===== config.mk =====
export PLATFORM = sky130hd
export DESIGN_NAME = camera_config_seq
export DESIGN_NICKNAME = d
export VERILOG_FILES = /design/src/rtl/camera_config_seq.sv
export SDC_FILE = /design/constraint.sdc
export NUM_CORES = 1
export LEC_CHECK = 0
export ABC_AREA = 1
export BUFFER_PORTS_ARGS = -buffer_cell sky130_fd_sc_hd__buf_2
export CAP_MARGIN = 0
export CORE_ASPECT_RATIO = 0.6
export CORE_MARGIN = 2
export CORE_UTILIZATION = 40
export CTS_BUF_LIST = sky130_fd_sc_hd__clkbuf_2
export DETAILED_ROUTE_END_ITERATION = 16
export SYNTH_ARGS = -nofsm -noshare
export SYNTH_HDL_FRONTEND = slang
export SYNTH_SLANG_ARGS = --single-unit

===== constraint.sdc =====
create_clock -name clk -period 1.9 [get_ports clk]
set_input_delay 0.475 -clock clk [delete_from_list [all_inputs] [get_ports clk]]
set_output_delay 0.475 -clock clk [all_outputs]
set_load 0.005 [all_outputs]

===== src/rtl/camera_config_seq.sv =====
// camera_config_seq: sensor bring-up sequencer.
// Runs a timed power-up (cam_pwdn release, then cam_reset release), then walks
// an external register table, issuing each entry as an SCCB write.
// Table words are {reg_addr, reg_data}. reg_addr all-ones marks a control entry:
// data 8'hFF ends the table, any other data is a delay in milliseconds.
// A NACKed write is re-issued up to MAX_RETRY times before the run aborts.
// Ports:
//   clk, rst_n, clk_en        clock, async active-low reset, clock enable
//   start                     request a run (ignored while busy)
//   rom_addr / rom_data       table address out, table word in (1 clk_en cycle latency)
//   sccb_start/addr/data      write request to the SCCB master
//   sccb_ready/done/nack      SCCB master status
//   cam_pwdn, cam_reset       sensor power-down (active high), reset (active low)
//   busy, done, error         run status levels
//   err_index                 table index of the failing entry
module camera_config_seq #(
    parameter int unsigned CLK_FREQ   = 25000000,
    parameter int unsigned REG_ADDR_W = 8,
    parameter int unsigned ROM_AW     = 8,
    parameter int unsigned T_PWDN_MS  = 5,
    parameter int unsigned T_RST_MS   = 20,
    parameter int unsigned MAX_RETRY  = 3,
    parameter int unsigned AUTO_START = 1
) (
    input  logic                    clk,
    input  logic                    rst_n,
    input  logic                    clk_en,
    input  logic                    start,
    output logic [ROM_AW-1:0]       rom_addr,
    input  logic [REG_ADDR_W+7:0]   rom_data,
    output logic                    sccb_start,
    output logic [REG_ADDR_W-1:0]   sccb_addr,
    output logic [7:0]              sccb_data,
    input  logic                    sccb_ready,
    input  logic                    sccb_done,
    input  logic                    sccb_nack,
    output logic                    cam_pwdn,
    output logic                    cam_reset,
    output logic                    busy,
    output logic                    done,
    output logic                    error,
    output logic [ROM_AW-1:0]       err_index
);

    localparam int unsigned TICK   = (CLK_FREQ / 1000 < 1) ? 1 : CLK_FREQ / 1000;
    localparam int unsigned TICK_W = (TICK < 2) ? 1 : $clog2(TICK);
    localparam int unsigned MS_W   = 16;
    localparam int unsigned RTY_W  = (MAX_RETRY < 1) ? 1 : $clog2(MAX_RETRY + 1);
    localparam int unsigned AUTO_W = 7;
    localparam logic [REG_ADDR_W-1:0] A_ONES   = '1;
    localparam logic [ROM_AW-1:0]     LAST_IDX = '1;

    typedef enum logic [3:0] {
        S_IDLE, S_PWR_UP, S_RST_REL, S_FETCH, S_WAIT_ROM, S_DECODE,
        S_ISSUE, S_WAIT_XFER, S_DELAY, S_DONE, S_ERROR
    } state_t;

    state_t                  state;
    logic                    start_q;
    logic [TICK_W-1:0]       tick;
    logic [MS_W-1:0]         ms_left;
    logic [RTY_W-1:0]        retry;
    logic [AUTO_W-1:0]       auto_cnt;
    logic                    auto_armed;
    logic [REG_ADDR_W-1:0]   ent_addr;
    logic [7:0]              ent_data;

    logic tick_wrap;
    logic ms_exp;
    logic auto_fire;

    // Timer expires on the last tick of the final millisecond; a zero load expires at once.
    assign tick_wrap = (tick == TICK_W'(TICK - 1));
    assign ms_exp    = (ms_left == '0) || ((ms_left == MS_W'(1)) && tick_wrap);
    assign auto_fire = auto_armed && (auto_cnt == '0);

    // Request is only visible on enabled cycles so the master sees exactly one pulse.
    assign sccb_start = start_q & clk_en;

    // Sequencer state, timers and registered outputs.
    always_ff @(posedge clk or negedge rst_n) begin
        if (!rst_n) begin
            state      <= S_IDLE;
            rom_addr   <= '0;
            start_q    <= 1'b0;
            sccb_addr  <= '0;
            sccb_data  <= '0;
            cam_pwdn   <= 1'b1;
            cam_reset  <= 1'b0;
            busy       <= 1'b0;
            done       <= 1'b0;
            error      <= 1'b0;
            err_index  <= '0;
            retry      <= '0;
            tick       <= '0;
            ms_left    <= '0;
            auto_cnt   <= AUTO_W'(99);
            auto_armed <= (AUTO_START != 0);
            ent_addr   <= '0;
            ent_data   <= '0;
        end else if (clk_en) begin
            if (auto_armed && auto_cnt != '0) begin
                auto_cnt <= auto_cnt - AUTO_W'(1);
            end
            unique case (state)
                S_IDLE: begin
                    if (start || auto_fire) begin
                        auto_armed <= 1'b0;
                        cam_pwdn   <= 1'b0;
                        busy       <= 1'b1;
                        done       <= 1'b0;
                        error      <= 1'b0;
                        ms_left    <= MS_W'(T_PWDN_MS);
                        tick       <= '0;
                        state      <= S_PWR_UP;
                    end
                end
                S_PWR_UP: begin
                    if (ms_exp) begin
                        cam_reset <= 1'b1;
                        ms_left   <= MS_W'(T_RST_MS);
                        tick      <= '0;
                        state     <= S_RST_REL;
                    end else begin
                        tick <= tick_wrap ? '0 : tick + TICK_W'(1);
                        if (tick_wrap) ms_left <= ms_left - MS_W'(1);
                    end
                end
                S_RST_REL: begin
                    if (ms_exp) begin
                        rom_addr <= '0;
                        retry    <= '0;
                        state    <= S_FETCH;
                    end else begin
                        tick <= tick_wrap ? '0 : tick + TICK_W'(1);
                        if (tick_wrap) ms_left <= ms_left - MS_W'(1);
                    end
                end
                S_FETCH:    state <= S_WAIT_ROM;
                S_WAIT_ROM: state <= S_DECODE;
                S_DECODE: begin
                    ent_addr <= rom_data[REG_ADDR_W+7:8];
                    ent_data <= rom_data[7:0];
                    if (rom_data[REG_ADDR_W+7:8] == A_ONES) begin
                        if (rom_data[7:0] == 8'hFF) begin
                            done  <= 1'b1;
                            busy  <= 1'b0;
                            state <= S_DONE;
                        end else begin
                            ms_left <= MS_W'(rom_data[7:0]);
                            tick    <= '0;
                            state   <= S_DELAY;
                        end
                    end else begin
                        state <= S_ISSUE;
                    end
                end
                S_ISSUE: begin
                    if (sccb_ready) begin
                        start_q   <= 1'b1;
                        sccb_addr <= ent_addr;
                        sccb_data <= ent_data;
                        state     <= S_WAIT_XFER;
                    end
                end
                S_WAIT_XFER: begin
                    start_q <= 1'b0;
                    if (sccb_done) begin
                        if (!sccb_nack) begin
                            retry <= '0;
                            // Last table slot finished without an END entry: no wrap.
                            if (rom_addr == LAST_IDX) begin
                                error     <= 1'b1;
                                err_index <= LAST_IDX;
                                busy      <= 1'b0;
                                state     <= S_ERROR;
                            end else begin
                                rom_addr <= rom_addr + ROM_AW'(1);
                                state    <= S_FETCH;
                            end
                        end else if (retry < RTY_W'(MAX_RETRY)) begin
                            retry <= retry + RTY_W'(1);
                            state <= S_ISSUE;
                        end else begin
                            error     <= 1'b1;
                            err_index <= rom_addr;
                            busy      <= 1'b0;
                            state     <= S_ERROR;
                        end
                    end
                end
                S_DELAY: begin
                    if (ms_exp) begin
                        if (rom_addr == LAST_IDX) begin
                            error     <= 1'b1;
                            err_index <= LAST_IDX;
                            busy      <= 1'b0;
                            state     <= S_ERROR;
                        end else begin
                            rom_addr <= rom_addr + ROM_AW'(1);
                            state    <= S_FETCH;
                        end
                    end else begin
                        tick <= tick_wrap ? '0 : tick + TICK_W'(1);
                        if (tick_wrap) ms_left <= ms_left - MS_W'(1);
                    end
                end
                S_DONE, S_ERROR: begin
                    // Rerun skips the power sequence; pins are already released.
                    if (start) begin
                        done     <= 1'b0;
                        error    <= 1'b0;
                        busy     <= 1'b1;
                        rom_addr <= '0;
                        retry    <= '0;
                        state    <= S_FETCH;
                    end
                end
                default: state <= S_IDLE;
            endcase
        end
    end

endmodule


==> results.tsv <==
metric	value	unit
required	2460	ps
mostFrequentLayoutCells	nand2_1 (267), buf_4 (96), dfrtp_1 (87), nor2_1 (81), inv_1 (70)	
ir_worst_vdd	0.0004345	V
netlist.area_leader.share	38.59	%
fin_crit	1893	ps
dieWidth	162.5	microns
r2r_start	state[0]	
dieArea	0.01611	sq mm
fmax	528.4	MHz
cts_made_buffers	9	
ys_types	40	
diodes	0	
relSlewSlack	63.41	%
rsz0062_at_grt	yes	
antenna_found_initial	0	
grt_max_degree	99	
cp-start-kind	flip-flop	
setup_viol	0	
ys_top_cells_by_area	dfrtp_1 (39%), nand2_1 (18%), nor2_1 (6.0%)	
synth_area_leader_cell	dfrtp_1	
crit_path_end_kind	flip-flop	
synth_nets	871	
cp.arrival	2450	ps
drcViolationCount	0	
numPortBuffers	60	
hold_viol	0	
grt_pass1_vias	5269	
final_common_cell	nand2_1	
syn_area	0.006031	sq mm
clock_path_buffers	2	
grt_overflow_total	0	
routabilityCongestion	0.8776	
cp_max_fo	7	
fin_cells	1215	
clk_pin_slew_worst_paths	340	ps
h-tree-depth	3	
drive_gt1_share	31.96	%
startpoint	state[0]	
cp-endpoint	tick[1]	
path_class	flip-flop to flip-flop	
power_density	1135	mW/mm^2
post-route-period-util	99.61	%
fin_skew	53.91	ps
finalWorstSetupSlack	7.333	ps
hold_depth	3	
die_h	99.11	microns
cts_tree	yes	
fillCellCount	1438	
synth.ff_latch_count	98	
status	finished clean	
finalMaxSlewViolations	0	
dp.cells	1168	
drt-wirelength-per-cell	13.93	microns
postSynthCellCount	840	
ios	61	
place_ws	-126.9	ps
clkSinkCount	98	
p_leak	4.186	nW
syn2layout_area_growth	33.32	%
cap_viol_max_count	0	
antenna_left	0	
cts_root_buffer	clkbuf_2	
dp_hpwl	11.96	mm
drt-pass1-iter-count	5	
hold_path_class	input pin to flip-flop	
vias_per_cell	4.828	
synth.avg_cell_area	7.180	sq um
drt_wl_total	16.93	mm
reg2reg_slack	7	ps
vias	5866	
tightestPinTransition	548.8	ps
dr.first_iter.drc_count	457	
ys_seq_area_share	40.77	%
num_rows	34	
yosys_warnings	0	
grt_util_all_layers	20.70	%
initial_core_util	41.33	%
nets	1043	
worstReg2RegEnd	tick[1]	
coreArea	0.01459	sq mm
clk_latency	640	ps
grt_pass1_wl	26.70	mm
r2r_cells	13	
[critical path, cell delays in order (launching register included)]
cell and delay, ps:
dfrtp_2 540, buf_6 150, nor2_4 80, nand2_2 80, nand2_2 100, nor2_1 60, nand2_2 80, nand2_2 90
nor2_8 150, nand2_8 100, buf_12 150, nor2_4 110, nand2_1 60, nand2_1 60
[report_power, final]
| group | internal, mW | leakage, nW | switching (mW) |
|---|---|---|---|
| Clock | 0.226 | 0.0756 | 0.874 |
| Combinational | 2.27 | 2.85 | 2.73 |
| Sequential | 2.66 | 1.26 | 0.367 |
[logic make-up (layout without fill, tap and decap cells)]
group / after synthesis / in the layout / share of synthesized area, %
compound gates: 85 / 85 / 7.760
xor+xnor: 32 / 32 / 4.647
fa+ha+maj: 8 / 8 / 1.660
buf+inv: 110 / 285 / 7.427
flops: 98 / 98 / 40.77
mux: 14 / 14 / 2.614
simple gates: 493 / 495 / 35.12
[registers in the layout, indices dropped and copies added, names as in the netlist, 2 cells and up]
name,cells
err_index,8
ent_data,8
tick,15
sccb_data,8
ent_addr,8
retry,2
rom_addr,8
ms_left,16
auto_cnt,7
state,4
sccb_addr,8
[per-layer routing]
layer  share of wire (%)  global-route usage [%]  vias up
met2                  38                   27.14      140
li1                    -                       -     3003
met1                  56                   34.42     2709
met3                 5.8                   4.462       14
met5                   0                       0        -
met4                0.69                   3.268        0
[cell type report]
type	instances	area (sq um)	area share [%]
clock buffers	9	45.04	0.5602
clock inverters	7	81.33	1.012
inverters	88	339.1	4.217
flip-flops and latches	98	2466	30.67
well taps	198	247.7	3.081
repair inverters	1	7.507	0.09337
repair buffers	180	1379	17.15
multi-input cells	634	3475	43.22
[cells in the mapped netlist, drive strengths merged]
library cell	number
nand2	301
nor2	112
dfrtp	93
inv	86
nand3	55
o21ai	53
xor2	28
a21oi	18
mux2	14
buf	11
clkbuf	11
nor3	9
ha	8
nand4	8
o2111ai	7
dfstp	5
xnor2	4
nand3b	3
clkinv	2
o21bai	2
or2	2
a22oi	1
a31oi	1
and3	1
and3b	1
nor4	1
o211ai	1
o21a	1
o31ai	1
[worst min path at each step]
stage | start | end | slack [ps]
2_1_floorplan | rst_n | auto_cnt[2] | 180
3_3_place_gp | auto_armed | auto_armed | 450
3_5_place_dp | auto_armed | auto_armed | 450
4_1_cts | rom_data[10] | ent_addr[2] | 30
5_1_grt | rom_data[8] | ent_addr[0] | 0.6
6_report | rom_data[10] | ent_addr[2] | 60
[timing repair]
action | in CTS | in global routing
setup buffers | 3 | 21
endpoints found under the hold margin | 93 | 2
resized for setup | 6 | 127
hold buffers | 1 | 2
pin swaps | 2 | 40
gates cloned | 0 | 4
setup endpoints to repair | 50 | 67
[per-stage QoR]
| stage | power (mW) | area [sq um] | hold WS, ps | util, % | setup TNS [ps] |
|---|---|---|---|---|---|
| 6_report | 9.126 | 8040 | 58.46 | 55.10 | 0 |
| 5_1_grt | 9.803 | 8040 | 0.5869 | 55.10 | -819.5 |
| 4_1_cts | 8.159 | 7413 | 27.83 | 50.81 | -138.8 |
| 3_5_place_dp | 6.982 | 7229 | 453.5 | 49.55 | -1257 |
| 3_3_place_gp | 6.928 | 7229 | 452.8 | 49.55 | -816.4 |
| 2_1_floorplan | 5.267 | 6031 | 179.4 | - | 0 |
(Power assumes the default switching activity.)
